$ cat config.mk
export PLATFORM = sky130hd
export DESIGN_NAME = if_id_stage
export DESIGN_NICKNAME = d
export VERILOG_FILES = /design/src/rtl/fetch_pkg.sv /design/src/rtl/if_id_hold_buf.sv /design/src/rtl/if_id_stage.sv
export SDC_FILE = /design/constraint.sdc
export NUM_CORES = 1
export LEC_CHECK = 0
export CORE_MARGIN = 2
export CORE_UTILIZATION = 40
export CTS_CLUSTER_SIZE = 16
export DETAILED_ROUTE_END_ITERATION = 6
export DONT_BUFFER_PORTS = 1
export SLEW_MARGIN = 25
export SYNTH_ARGS = -nofsm -noshare
export SYNTH_HDL_FRONTEND = slang
export SYNTH_HIERARCHICAL = 1
export SYNTH_SLANG_ARGS = --single-unit
$ cat constraint.sdc
create_clock -name clk -period 6.5 [get_ports clk]
set_clock_uncertainty 0.1 [all_clocks]
set_input_delay 0.65 -clock clk [delete_from_list [all_inputs] [get_ports clk]]
set_output_delay 0.65 -clock clk [all_outputs]
set_load 0.02 [all_outputs]
$ cat src/rtl/fetch_pkg.sv
// Shared fetch-side definitions: opcode constants, default NOP word and the IF/ID bundle type.
package fetch_pkg;

  localparam logic [5:0]  OP_J          = 6'b000010;
  localparam logic [5:0]  OP_JAL        = 6'b000011;
  localparam logic [31:0] NOP_INSTR_DEF = 32'h0000_0000;

  typedef struct packed {
    logic [31:0] instr;
    logic [31:0] pc;
    logic [31:0] pc_plus1;
    logic        valid;
  } if_id_t;

  function automatic logic is_jump_op(input logic [5:0] op);
    return (op == OP_J) || (op == OP_JAL);
  endfunction

endpackage

$ cat src/rtl/if_id_hold_buf.sv
// Captures the imem word that arrives during the first stall cycle and replays it on release,
// since the memory returns the word for the held PC afterwards.
module if_id_hold_buf
  import fetch_pkg::*;
#(
  parameter int DATA_W = 32
) (
  input  logic              clk,
  input  logic              reset,
  input  logic              stall,
  input  logic              flush,
  input  logic [DATA_W-1:0] imem_rdata,
  output logic [DATA_W-1:0] sel_instr
);

  logic [DATA_W-1:0] hold_q;
  logic              hold_vld_q;

  always_ff @(posedge clk) begin
    if (reset || flush) begin
      hold_vld_q <= 1'b0;
    end else if (stall) begin
      if (!hold_vld_q) begin
        hold_q     <= imem_rdata;
        hold_vld_q <= 1'b1;
      end
    end else begin
      hold_vld_q <= 1'b0;
    end
  end

  assign sel_instr = hold_vld_q ? hold_q : imem_rdata;

endmodule

$ cat src/rtl/if_id_stage.sv
// IF/ID pipeline stage: pairs PC with synchronous imem data, handles stall/flush.
// Optional jump predecode is enabled by defining IF_ID_PREDECODE_EN.
module if_id_stage
  import fetch_pkg::*;
#(
  parameter int                DATA_W    = 32,
  parameter int                ADDR_W    = 32,
  parameter logic [DATA_W-1:0] NOP_INSTR = DATA_W'(NOP_INSTR_DEF)
) (
  input  logic              clk,
  input  logic              reset,
  input  logic [ADDR_W-1:0] pc_in,
  input  logic [DATA_W-1:0] imem_rdata,
  input  logic              stall,
  input  logic              flush,
  output logic [DATA_W-1:0] if_id_instr,
  output logic [ADDR_W-1:0] if_id_pc,
  output logic [ADDR_W-1:0] if_id_pc_plus1,
  output logic              if_id_valid,
  output logic              pd_is_jump,
  output logic [ADDR_W-1:0] pd_jump_address
);

  logic [ADDR_W-1:0] fetch_pc_q;
  logic              fetch_vld_q;
  logic [DATA_W-1:0] sel_instr;
  logic [DATA_W-1:0] load_instr;
  logic [ADDR_W-1:0] fetch_pc_plus1;

  if_id_hold_buf #(.DATA_W(DATA_W)) u_hold_buf (
    .clk        (clk),
    .reset      (reset),
    .stall      (stall),
    .flush      (flush),
    .imem_rdata (imem_rdata),
    .sel_instr  (sel_instr)
  );

  assign fetch_pc_plus1 = fetch_pc_q + ADDR_W'(1);
  assign load_instr     = fetch_vld_q ? sel_instr : NOP_INSTR;

  // F slot -> D slot boundary
  always_ff @(posedge clk) begin
    if (reset) begin
      fetch_pc_q     <= '0;
      fetch_vld_q    <= 1'b0;
      if_id_instr    <= NOP_INSTR;
      if_id_pc       <= '0;
      if_id_pc_plus1 <= '0;
      if_id_valid    <= 1'b0;
    end else if (flush) begin
      // Redirected PC still enters F, but as a bubble; the target arrives on the next fetch.
      fetch_pc_q     <= pc_in;
      fetch_vld_q    <= 1'b0;
      if_id_instr    <= NOP_INSTR;
      if_id_pc       <= fetch_pc_q;
      if_id_pc_plus1 <= fetch_pc_plus1;
      if_id_valid    <= 1'b0;
    end else if (!stall) begin
      fetch_pc_q     <= pc_in;
      fetch_vld_q    <= 1'b1;
      if_id_instr    <= load_instr;
      if_id_pc       <= fetch_pc_q;
      if_id_pc_plus1 <= fetch_pc_plus1;
      if_id_valid    <= fetch_vld_q;
    end
  end

`ifdef IF_ID_PREDECODE_EN
  always_ff @(posedge clk) begin
    if (reset || flush) begin
      pd_is_jump      <= 1'b0;
      pd_jump_address <= '0;
    end else if (!stall) begin
      pd_is_jump      <= fetch_vld_q & is_jump_op(load_instr[DATA_W-1:DATA_W-6]);
      pd_jump_address <= {fetch_pc_plus1[ADDR_W-1:26], load_instr[25:0]};
    end
  end
`else
  assign pd_is_jump      = 1'b0;
  assign pd_jump_address = '0;
`endif

endmodule

==> impl_metrics.py <==
metrics = {
    "run_status": {
        "status": "finished, final reports clean",
    },
    "setup_path": {
        "worstPathArrival_ns": 2.73,
        "path_class": "flop to flop",
        "worstPathCellList": "nand3_1 > or4_1 > o31a_1 > nor3_1",
        "critical_path.max_stage_delay_ns": 0.87,
        "crit_required_ns": 6.74,
        "cpMaxStageDelayCell": "or4_1",
        "start_kind": "flop",
        "crit_path_end_kind": "flop",
        "crit_fanout": 13,
    },
    "timing": {
        "relSlewSlack_pct": 41.94,
        "tns_ns": 0,
        "fin_crit_ns": 2.494,
        "finalHoldViolCount": 0,
        "max_freq_mhz": 400.9,
        "rsz0062_at_grt": "false",
        "worst_pin_slew_ns": 0.8700,
        "setup_viol": 0,
        "slew_viol_final": 0,
        "post-route-period-util_pct": 38.37,
    },
    "routing": {
        "vias": 4968,
        "wl_per_cell_um": 18.02,
        "firstDrtPassIters": 5,
        "drt_iter0_markers": 342,
        "ant_nets": 0,
        "viasPerCell": 5.365,
        "routed_wl_mm": 16.69,
        "drc": 0,
    },
    "synthesis": {
        "synth_cells": 726,
        "synth_top_cell_by_area": "dfxtp_1",
        "synthDistinctLibCells": 43,
        "seq_area_frac_synth_pct": 52.43,
        "synthFlopType": "dfxtp_1",
        "synth_most_common_cell": "nand2_1",
        "syn_area_per_cell_sq_um": 9.415,
        "synth-seq-cells": 163,
        "synth-edff-count": 32,
        "synthTopCellsByCount": "nand2_1 (139), dfxtp_1 (131), a21oi_1 (74)",
        "netlist_top_cells_area": "dfxtp_1 (38%), edfxtp_1 (14%), nand2_1 (7.6%)",
        "syn-cell-area_sq_um": 6835,
        "yosysWarningCount": 6,
        "synth.top_cell.area_share_pct": 38.37,
        "synth_async_sr_flop_share_pct": 0,
    },
    "grt": {
        "antenna_found_initial": 0,
        "grt_max_degree": 111,
        "grtUsageTotal_pct": 18.31,
        "grt_pass1_wl_mm": 25.90,
        "gr-total-overflow": 0,
        "grt_pass1_vias": 4809,
    },
    "die": {
        "pin_count": 198,
        "fp.dieH_um": 134.7,
        "core_sq_um": 16640,
        "fp.dieW_um": 134.7,
        "die_area_sq_um": 18150,
        "initial_core_util_pct": 41.07,
        "rows": 47,
    },
    "cts": {
        "numClockSinks": 163,
        "cts_made_buffers": 17,
        "htreeDepth": 4,
        "cts_root_buf": "clkbuf_16",
        "cts_resized": 0,
        "clkTransAtPathRegs_ns": 0.07,
        "ctsHoldBuffers": 0,
        "clockBufferDepth": 2,
        "cts_setup_buffers": 0,
        "cts_tree": "yes",
        "clk_latency_ns": 0.43,
    },
    "placement": {
        "place_congestion": 0.8052,
        "hpwl_mm": 11.00,
        "port_buffers": 0,
        "place_inst": 893,
    },
    "power": {
        "pwr-share-comb_pct": 5.9,
        "p_sw_share_pct": 23.97,
        "switchingPower_w": 0.0005577,
        "pwr-share-seq_pct": 49.3,
        "power.density_nw_per_um2": 313.8,
        "p_leak_nw": 2.623,
        "internal_power_w": 0.001769,
        "pwr-share-clk_pct": 44.8,
        "peakVddDrop_mv": 0.1896,
    },
    "finish": {
        "syn_to_final_growth_pct": 8.493,
        "drive_above_1_share_pct": 10.76,
        "fin_cells": 926,
        "antenna_cells": 0,
        "fin_nets": 762,
        "nFillCells": 1595,
    },
    "job": {
        "cap_violations": 0,
    },
    "hold_path": {
        "hold_path.class": "input port to flop",
    },
}
-- cell usage in the layout (no fill, tap or decap), types with 6 or more instances in the layout --
cell,count
a211oi_1,9
a21oi_1,74
a22oi_1,32
a311oi_1,6
clkbuf_16,17
conb_1,33
dfxtp_1,130
edfxtp_1,32
inv_1,8
mux2_4,30
nand2_1,139
nand3_1,18
nand4_1,6
nor2_1,50
nor3_1,18
nor4_1,10
o21ai_0,24
xnor2_1,10
-- worst max-delay path, delay by kind of cell (launching register included) --
| family | cells | cell delay, ns |
|---|---|---|
| AO/OA/AOI/OAI | 1 | 0.39 |
| flip-flops | 1 | 0.44 |
| AND/OR/NAND/NOR | 3 | 1.47 |
-- stage by stage --
| stage | hold slack (ns) | util [%] | cell area, sq um | power [W] | worst slack [ns] |
|---|---|---|---|---|---|
| global route | 0.1605 | 44.56 | 7416 | 0.002420 | 3.901 |
| floorplan | 0.3321 | - | 6955 | 0.001296 | 2.879 |
| CTS | 0.1646 | 44.34 | 7380 | 0.002359 | 4.072 |
| finish | 0.1790 | 44.56 | 7416 | 0.002327 | 4.006 |
| detailed placement | 0.3656 | 40.64 | 6763 | 0.001306 | 4.114 |
| global placement | 0.3491 | 40.64 | 6763 | 0.001300 | 4.206 |
-- power by group through the flow --
| stage | clock network, W | registers (W) | logic (W) |
|---|---|---|---|
| 3_3_place_gp | 0 | 0.00117 | 0.000130 |
| 5_1_grt | 0.00111 | 0.00115 | 0.000154 |
| 4_1_cts | 0.00107 | 0.00115 | 0.000136 |
| 6_report | 0.00104 | 0.00115 | 0.000137 |
| 3_5_place_dp | 0 | 0.00117 | 0.000135 |
| 2_1_floorplan | 0 | 0.00115 | 0.000148 |
-- flip-flops by register name, indices dropped and copies added (netlist names) --
signal / count
if_id_pc: 32
if_id_pc_plus1: 32
fetch_pc_q: 32
u_hold_buf/hold_q: 32
fetch_vld_q: 1
u_hold_buf/hold_vld_q: 1
if_id_valid: 1
if_id_instr: 32
-- area by class of cell --
type	count	area (sq um)	area share, %
sequential	163	3587	48.37
multi-input combinational	499	2856	38.52
clock buffer	18	429.2	5.787
tap	220	275.3	3.712
clock inverter	14	187.7	2.531
timing repair buffer	4	50.05	0.6749
inverter	8	30.03	0.4049
-- per-layer routing --
metal | global-route usage (%) | part of all wire (%)
met1 | 21.07 | 40
met4 | 6.901 | 1.5
met5 | 0 | 0
met2 | 28.88 | 47
met3 | 9.685 | 12
-- path summary, 6_finish.rpt --
path | slack, ns | start | cells after the start | end
max | 4.01 | fetch_pc_q[4]$_SDFFE_PP0P_ | 4 | if_id_pc_plus1[28]$_SDFFE_PP0P_
min | 0.18 | reset | 1 | fetch_pc_q[8]$_SDFFE_PP0P_
max reg2reg | 4.01 | fetch_pc_q[4]$_SDFFE_PP0P_ | 4 | if_id_pc_plus1[28]$_SDFFE_PP0P_
min reg2reg | 0.38 | fetch_vld_q$_SDFFE_PP0N_ | 2 | fetch_vld_q$_SDFFE_PP0N_
-- logic make-up after synthesis --
kind of cell	Yosys count	share of synthesized area, %
AND/OR/NAND/NOR	269	17.63
flip-flops	163	52.43
AO/OA/AOI/OAI	152	13.29
buffers and inverters	96	7.963
multiplexers	32	6.919
XOR/XNOR	12	1.538
adder cells (fa/ha/maj)	1	0.1830
other	1	0.05486
Power figures use the tool's default switching activity.
